### src/rtl/mem_rr_scheduler.sv
// Round-robin scheduler sharing one registered memory port between instruction and data
// requesters, with one-entry pending buffers and a watchdog that aborts stalled transactions.

package mem_rr_pkg;
    typedef struct packed {
        logic        mem_valid;
        logic        mem_instr;
        logic [31:0] mem_addr;
        logic [31:0] mem_wdata;
        logic [3:0]  mem_wstrb;
    } mem_in_type;

    typedef struct packed {
        logic        mem_ready;
        logic [31:0] mem_rdata;
    } mem_out_type;
endpackage

module mem_rr_scheduler
    import mem_rr_pkg::*;
#(
    parameter int          TIMEOUT   = 255,
    parameter int          CNT_W     = 8,
    parameter logic [31:0] ERR_RDATA = 32'hDEADBEEF
) (
    input  logic        clock,
    input  logic        reset,
    input  mem_in_type  imem_in,
    output mem_out_type imem_out,
    input  mem_in_type  dmem_in,
    output mem_out_type dmem_out,
    output logic        memory_valid,
    output logic        memory_instr,
    output logic [31:0] memory_addr,
    output logic [31:0] memory_wdata,
    output logic [3:0]  memory_wstrb,
    input  logic [31:0] memory_rdata,
    input  logic        memory_ready,
    output logic        bus_error,
    output logic        overrun
);
    typedef enum logic {ST_IDLE, ST_BUSY} state_e;
    typedef enum logic {PORT_INSTR, PORT_DATA} port_e;

    localparam logic             WD_EN    = (TIMEOUT != 0);
    localparam logic [CNT_W-1:0] CNT_LAST = CNT_W'(TIMEOUT - 1);
    localparam logic [CNT_W-1:0] CNT_MAX  = '1;

    state_e           state_q, state_d;
    port_e            owner_q, owner_d;
    port_e            last_owner_q, last_owner_d;
    logic [CNT_W-1:0] cnt_q, cnt_d;
    mem_in_type       ibuf_q, ibuf_d;
    mem_in_type       dbuf_q, dbuf_d;
    mem_in_type       req_q, req_d;
    logic             overrun_q, overrun_d;

    logic  done, abort, i_fin, d_fin, i_cap, d_cap, i_cand, d_cand;
    port_e winner;

    always_comb begin
        // NOTE: every variable written here gets a default first, so no path can infer a latch.
        state_d      = state_q;
        owner_d      = owner_q;
        last_owner_d = last_owner_q;
        cnt_d        = cnt_q;
        ibuf_d       = ibuf_q;
        dbuf_d       = dbuf_q;
        req_d        = req_q;
        overrun_d    = overrun_q;
        imem_out     = '0;
        dmem_out     = '0;

        done   = (state_q == ST_BUSY) && memory_ready;
        abort  = WD_EN && (state_q == ST_BUSY) && !memory_ready && (cnt_q == CNT_LAST);
        i_fin  = (done || abort) && (owner_q == PORT_INSTR);
        d_fin  = (done || abort) && (owner_q == PORT_DATA);
        i_cap  = imem_in.mem_valid && (!ibuf_q.mem_valid || i_fin);
        d_cap  = dmem_in.mem_valid && (!dbuf_q.mem_valid || d_fin);
        bus_error = abort;

        if (imem_in.mem_valid && !i_cap) overrun_d = 1'b1;
        if (dmem_in.mem_valid && !d_cap) overrun_d = 1'b1;

        // A buffer freed by completion may be refilled by a request arriving in the same cycle.
        if (i_fin) ibuf_d.mem_valid = 1'b0;
        if (d_fin) dbuf_d.mem_valid = 1'b0;
        if (i_cap) ibuf_d = imem_in;
        if (d_cap) dbuf_d = dmem_in;

        i_cand = ibuf_d.mem_valid;
        d_cand = dbuf_d.mem_valid;
        winner = PORT_INSTR;
        if (i_cand && d_cand) winner = (last_owner_q == PORT_INSTR) ? PORT_DATA : PORT_INSTR;
        else if (d_cand)      winner = PORT_DATA;

        if (i_fin) begin
            imem_out.mem_ready = 1'b1;
            imem_out.mem_rdata = abort ? ERR_RDATA : memory_rdata;
        end
        if (d_fin) begin
            dmem_out.mem_ready = 1'b1;
            dmem_out.mem_rdata = abort ? ERR_RDATA : memory_rdata;
        end

        if (state_q == ST_BUSY && !done && !abort && cnt_q != CNT_MAX) cnt_d = cnt_q + 1'b1;

        if (abort) begin
            req_d.mem_valid = 1'b0;
            state_d         = ST_IDLE;
        end else if (state_q == ST_IDLE || done) begin
            if (i_cand || d_cand) begin
                req_d        = (winner == PORT_DATA) ? dbuf_d : ibuf_d;
                owner_d      = winner;
                last_owner_d = winner;
                cnt_d        = '0;
                state_d      = ST_BUSY;
            end else if (done) begin
                req_d.mem_valid = 1'b0;
                state_d         = ST_IDLE;
            end
        end
    end

    // NOTE: sequential state uses non-blocking assignments so every flop samples pre-edge values.
    always_ff @(posedge clock or posedge reset) begin
        if (reset) begin
            state_q      <= ST_IDLE;
            owner_q      <= PORT_INSTR;
            last_owner_q <= PORT_INSTR;
            cnt_q        <= '0;
            ibuf_q       <= '0;
            dbuf_q       <= '0;
            req_q        <= '0;
            overrun_q    <= 1'b0;
        end else begin
            state_q      <= state_d;
            owner_q      <= owner_d;
            last_owner_q <= last_owner_d;
            cnt_q        <= cnt_d;
            ibuf_q       <= ibuf_d;
            dbuf_q       <= dbuf_d;
            req_q        <= req_d;
            overrun_q    <= overrun_d;
        end
    end

    assign memory_valid = req_q.mem_valid;
    assign memory_instr = req_q.mem_instr;
    assign memory_addr  = req_q.mem_addr;
    assign memory_wdata = req_q.mem_wdata;
    assign memory_wstrb = req_q.mem_wstrb;
    assign overrun      = overrun_q;

endmodule

### config.mk
export PLATFORM = sky130hd
export DESIGN_NAME = mem_rr_scheduler
export DESIGN_NICKNAME = d
export VERILOG_FILES = /design/src/rtl/mem_rr_scheduler.sv
export SDC_FILE = /design/constraint.sdc
export NUM_CORES = 1
export LEC_CHECK = 0
export BUFFER_PORTS_ARGS = -buffer_cell sky130_fd_sc_hd__buf_4
export CORE_MARGIN = 10
export CORE_UTILIZATION = 45
export CTS_CLUSTER_DIAMETER = 80
export DETAILED_ROUTE_END_ITERATION = 6
export GPL_ROUTABILITY_DRIVEN = 0
export PLACE_DENSITY_LB_ADDON = 0.1
export SLEW_MARGIN = 25
export SYNTH_ARGS = -nofsm -noshare
export SYNTH_HDL_FRONTEND = slang
export SYNTH_SLANG_ARGS = --single-unit
### constraint.sdc
create_clock -name clock -period 7.4 [get_ports clock]
set_input_delay 1.48 -clock clock [delete_from_list [all_inputs] [get_ports clock]]
set_output_delay 1.48 -clock clock [all_outputs]
set_load 0.1 [all_outputs]
==> results of run 1 <==
-- Yosys cell counts, drive strengths merged (4+ instances only) --
library cell,count,area (sq um)
clkbuf,40,150.1
a221o,69,690.7
nor2,83,314.1
buf,48,297.8
inv,11,41.29
a2bb2oi,70,613.1
dfrtp,221,5530
a21oi,7,38.79
a22o,70,613.1
o21ai,9,56.31
nand2,80,300.3
and3,18,112.6
o221ai,69,604.3
nand3,4,25.02
nor3,5,30.03
mux2,69,777.0
-- report_power, final --
group | switching (mW) | leakage, nW | internal (mW)
logic | 2.08 | 3.28 | 0.923
registers | 0.267 | 2.55 | 1.68
clock network | 0.490 | 0.397 | 0.738
-- sequential cells by signal, indices dropped and copies added, names as in the netlist, 4 cells and up --
signal,flops
ibuf_q,70
memory_wdata,32
cnt_q,8
memory_wstrb,4
dbuf_q,70
memory_addr,32
-- critical path, cell delays in order --
cell and delay [ps]:
buf_4 150, nor2b_1 130, nand2_1 400, clkinv_1 700
nor2_1 430, nor2_1 70, buf_4 260
-- cell families (layout without fill, tap and decap cells) --
family / after synthesis / in the layout / share of synthesized area
AOI/OAI and AO/OA: 303 / 303 / 0.2578
adders and majority gates: 2 / 2 / 0.002399
DFF: 221 / 221 / 0.5302
muxes: 71 / 71 / 0.07641
and+or+nand+nor: 201 / 201 / 0.08265
xor gates and xnor gates: 4 / 4 / 0.003359
buffers and inverters: 100 / 379 / 0.04726
-- worst paths after layout --
| kind | startpoint | endpoint | depth (start not counted) |
|---|---|---|---|
| max | memory_ready | imem_out[25] | 7 |
| min | overrun | overrun | 2 |
| max reg2reg | cnt_q[0] | memory_addr[21] | 8 |
| min reg2reg | overrun | overrun | 2 |
| max in group asynchronous | reset | last_owner_q | 4 |
| min in group asynchronous | reset | ibuf_q[5] | 3 |
-- cell type report --
| cell class | count | area [sq um] |
|---|---|---|
| Clock buffer | 31 | 666.9 |
| Clock inverter | 10 | 138.9 |
| Fill cell | 1910 | 8995 |
| Inverter | 12 | 48.80 |
| Multi-Input combinational cell | 581 | 4478 |
| Sequential cell | 221 | 5530 |
| Tap cell | 285 | 356.6 |
| Timing Repair Buffer | 326 | 2495 |
-- routing by layer --
metal,up-vias,share of wire,GRT usage
li1,4029,-,-
met1,4527,0.41,0.2890
met2,365,0.48,0.3786
met3,43,0.091,0.06703
met4,0,0.018,0.05097
met5,-,0,0
-- per-stage QoR --
step | total power, mW | setup WS (ps)
floorplan | 4.260 | 1872
global placement | 4.919 | 2308
finish | 6.179 | 2280
global route | 6.453 | 1959
CTS | 6.214 | 2222
detailed placement | 4.969 | 2226
==> results.py, run 1 <==
metrics = {
    "worst_hold_path": {
        "hp-class": "reg -> reg",
    },
    "clock_network": {
        "cts_setup_buffers": 0,
        "clock_latency_ps": 530,
        "cts-buffers-inserted": 24,
        "path_clk_slew_ps": 60,
        "cts-root-buf": "clkbuf_16",
        "cts.repair.resized": 0,
        "cts_tree": "done",
        "clock_sinks": 221,
        "clk_path_buf_depth": 3,
        "htreeDepth": 1,
        "holdBufCountCts": 0,
    },
    "synthesis": {
        "synth-main-ff-cell": "dfrtp_1",
        "synth_edf_count": 0,
        "ys_ff_latch": 221,
        "avgSynthCellArea_sq_um": 11.56,
        "synth_area_sq_um": 10430,
        "syn_nets": 1079,
        "synth_cell_types": 48,
        "synth-seq-area-share": 0.5302,
        "synth-async-reset-ratio": 1.000,
        "netlist_instances": 902,
        "ys_warn_count": 0,
    },
    "sta": {
        "fin_crit_ps": 5120,
        "max_freq_mhz": 195.3,
        "tightest_slew_ps": 1063,
        "slew_viol_final": 0,
        "holdWs_ps": 491.5,
        "hold_viol_final": 0,
        "layout_worst_path_cycle_share": 0.6919,
        "tns_ps": 0,
        "relSlewSlack": 0.2913,
        "rsz0062_at_grt": "false",
        "fin_skew_ps": 22.84,
        "finalSetupViolations": 0,
    },
    "detailed_routing": {
        "firstDrtPassIters": 5,
        "num_vias": 8964,
        "ant_nets": 0,
        "routed_via_density": 6.115,
        "routedWlPerCell_um": 24.06,
        "drt_wl_total_mm": 35.27,
        "first_iter_violations": 679,
        "drcViolationCount": 0,
    },
    "global_routing": {
        "grt_max_degree": 114,
        "grt_usage": 0.2285,
        "grt_pass1_vias": 9401,
        "grt_pass1_wl_mm": 53.54,
        "antenna_found_initial": 1,
        "overflow": 0,
    },
    "setup_path": {
        "worstSetupPathType": "in -> out",
        "start_kind": "primary input",
        "critPathRequiredTime_ps": 5920,
        "worst-path-max-fanout": 26,
        "reg2reg_slack_ps": 4460,
        "worstPathArrival_ps": 3640,
        "cp-end-kind": "output pin",
    },
    "power": {
        "p_leak_nw": 6.227,
        "ir_worst_vdd_mv": 0.2508,
        "power_density_nw_per_um2": 450.5,
    },
    "finish": {
        "fin_area_sq_um": 13710,
        "final_common_cell": "buf_4",
        "fin_util": 0.6039,
        "area_growth_pct": 31.47,
        "num_antenna_cells": 0,
        "drive_above_1_share": 0.3726,
        "final_cell_mix": "buf_4 (322), dfrtp_1 (221), nor2_1 (82), nand2_1 (78)",
        "nNetsFinal": 1343,
        "stdcell_count": 1466,
    },
    "job": {
        "cap_violations": 0,
    },
    "floorplanning": {
        "row_count": 55,
        "initial_core_util": 0.4593,
        "die_w_um": 172.3,
        "die_y_um": 172.3,
        "io_pins": 313,
        "coreArea_sq_um": 22710,
        "fp.dieArea_sq_um": 29670,
    },
    "place": {
        "post-dp-hpwl_mm": 22.82,
        "placed_cells": 1424,
        "placed_cell_area_sq_um": 12890,
        "port_buffers": 312,
    },
    "outcome": {
        "status": "complete, no violations",
    },
}
Power figures use the tool's default switching activity.
==> run 2: changes to the inputs <==
==> constraint.sdc (replaced) <==
create_clock -name clock -period 5.3 [get_ports clock]
set_input_delay 1.06 -clock clock [delete_from_list [all_inputs] [get_ports clock]]
set_output_delay 1.06 -clock clock [all_outputs]
set_load 0.1 [all_outputs]
==> run 2 against run 1 <==
Net effect:
- sequential cell count unchanged
- register-to-register slack worse by 2200 ps
- utilization up 0.40 points
- critical path type unchanged
- largest cell class unchanged
==> results.py, run 2 (synthesis gave the netlist of run 1 again) <==
metrics = {
    "clock_network": {
        "holdBufCountCts": 0,
        "cts.repair.resized": 0,
        "path_clk_slew_ps": 60,
        "clock_sinks": 221,
        "cts-root-buf": "clkbuf_16",
        "clk_path_buf_depth": 3,
        "htreeDepth": 1,
        "cts-buffers-inserted": 25,
        "clock_latency_ps": 520,
        "cts_setup_buffers": 0,
        "cts_tree": "done",
    },
    "sta": {
        "tns_ps": 0,
        "layout_worst_path_cycle_share": 0.8278,
        "max_freq_mhz": 227.9,
        "fin_skew_ps": 18.89,
        "finalSetupViolations": 0,
        "slew_viol_final": 0,
        "holdWs_ps": 493.7,
        "relSlewSlack": 0.3032,
        "hold_viol_final": 0,
        "rsz0062_at_grt": "false",
        "fin_crit_ps": 4388,
        "tightest_slew_ps": 1041,
    },
    "finish": {
        "final_cell_mix": "buf_4 (324), dfrtp_1 (221), nor2_1 (82), nand2_1 (78)",
        "largestRegisters": "dbuf_q: 70 flops, ibuf_q: 70 flops",
        "area_growth_pct": 32.34,
        "num_antenna_cells": 0,
        "seqCellArea_sq_um": 5530,
        "final_common_cell": "buf_4",
        "multi_input_area_sq_um": 4471,
        "nNetsFinal": 1344,
        "fillers": 1880,
        "drive_above_1_share": 0.3736,
    },
    "detailed_routing": {
        "drt_wl_total_mm": 35.16,
        "ant_nets": 0,
        "drcViolationCount": 0,
        "firstDrtPassIters": 5,
        "routed_via_density": 6.072,
        "first_iter_violations": 761,
        "num_vias": 8914,
        "routedWlPerCell_um": 23.95,
    },
    "global_routing": {
        "busiest_layer": "met2",
        "grt_max_degree": 127,
        "use_met3": 0.07136,
        "antenna_found_initial": 0,
        "grt_pass1_wl_mm": 54.01,
        "grtUsageMet1": 0.2927,
        "overflow": 0,
        "gr-usage-met2": 0.3755,
        "grt_usage": 0.2305,
        "grt_pass1_vias": 9391,
    },
    "power": {
        "p_leak_nw": 6.275,
        "ir_worst_vdd_mv": 0.3531,
        "power_density_nw_per_um2": 639.0,
    },
    "floorplanning": {
        "coreArea_sq_um": 22710,
        "initial_core_util": 0.4593,
        "die_w_um": 172.3,
        "io_pins": 313,
        "fp.dieArea_sq_um": 29670,
        "die_y_um": 172.3,
        "row_count": 55,
    },
    "setup_path": {
        "critPathRequiredTime_ps": 4240,
        "worst-path-max-fanout": 26,
        "start_kind": "primary input",
        "worstSetupPathType": "in -> out",
        "cp-end-kind": "output pin",
        "worstPathArrival_ps": 3330,
        "worstPathCellList": "buf_4 -> nor2b_1 -> nand2_1 -> clkinv_1 -> nor2_1 -> nor2_1 -> buf_4",
        "crit_path_max_incr_delay_ps": 540,
        "cpMaxStageDelayCell": "clkinv_1",
    },
    "worst_hold_path": {
        "hp-class": "reg -> reg",
    },
    "job": {
        "cap_violations": 0,
    },
    "place": {
        "post-dp-hpwl_mm": 22.29,
        "port_buffers": 312,
    },
    "outcome": {
        "status": "complete, no violations",
    },
}
[run 2: final timing paths]
path,cells past startpoint,endpoint,from,slack (ps)
hold reg to reg,1,dbuf_q[64],dbuf_q[64],490
hold / removal,1,dbuf_q[64],dbuf_q[64],490
max in group asynchronous,3,ibuf_q[40],reset,3450
setup / recovery,7,imem_out[26],memory_ready,910
setup reg to reg,8,memory_wdata[2],cnt_q[0],2270
min in group asynchronous,2,ibuf_q[5],reset,720
[run 2: layer usage]
layer	vias up	routed length (um)
li1	4038	-
met4	0	545
met5	-	0
met1	4473	14640
met2	372	16750
met3	31	3223
[run 2: where the power goes]
part / leakage, nW / internal, mW / switching, mW
clock: 0.452 / 1.24 / 0.686
combinational: 3.27 / 1.28 / 2.90
sequential: 2.55 / 2.35 / 0.375
total: 6.28 / 4.86 / 3.96
[run 2: critical path, delay by kind of cell]
| kind | cells | cell delay (ps) |
|---|---|---|
| simple gates | 4 | 1190 |
| buf+inv | 3 | 1040 |
[run 2: final cells by class]
type	count	share of cell area
sequential	221	0.4006
clock inverter	9	0.01441
inverter	12	0.003535
timing repair buffer	326	0.1796
multi-input combinational	581	0.3238
tap	285	0.02583
clock buffer	34	0.05212
[run 2: through the flow]
stage / total power [mW] / util / worst slack [ps] / std cells / area, sq um
5_1_grt: 9.227 / 0.6079 / 705.6 / 1468 / 13800
2_1_floorplan: 5.947 / - / 611.9 / 902 / 10440
3_3_place_gp: 6.872 / 0.5658 / 1005 / 1424 / 12850
6_report: 8.822 / 0.6079 / 912.4 / 1468 / 13800
4_1_cts: 8.872 / 0.6063 / 925.5 / 1467 / 13770
3_5_place_dp: 6.926 / 0.5658 / 994.8 / 1424 / 12850
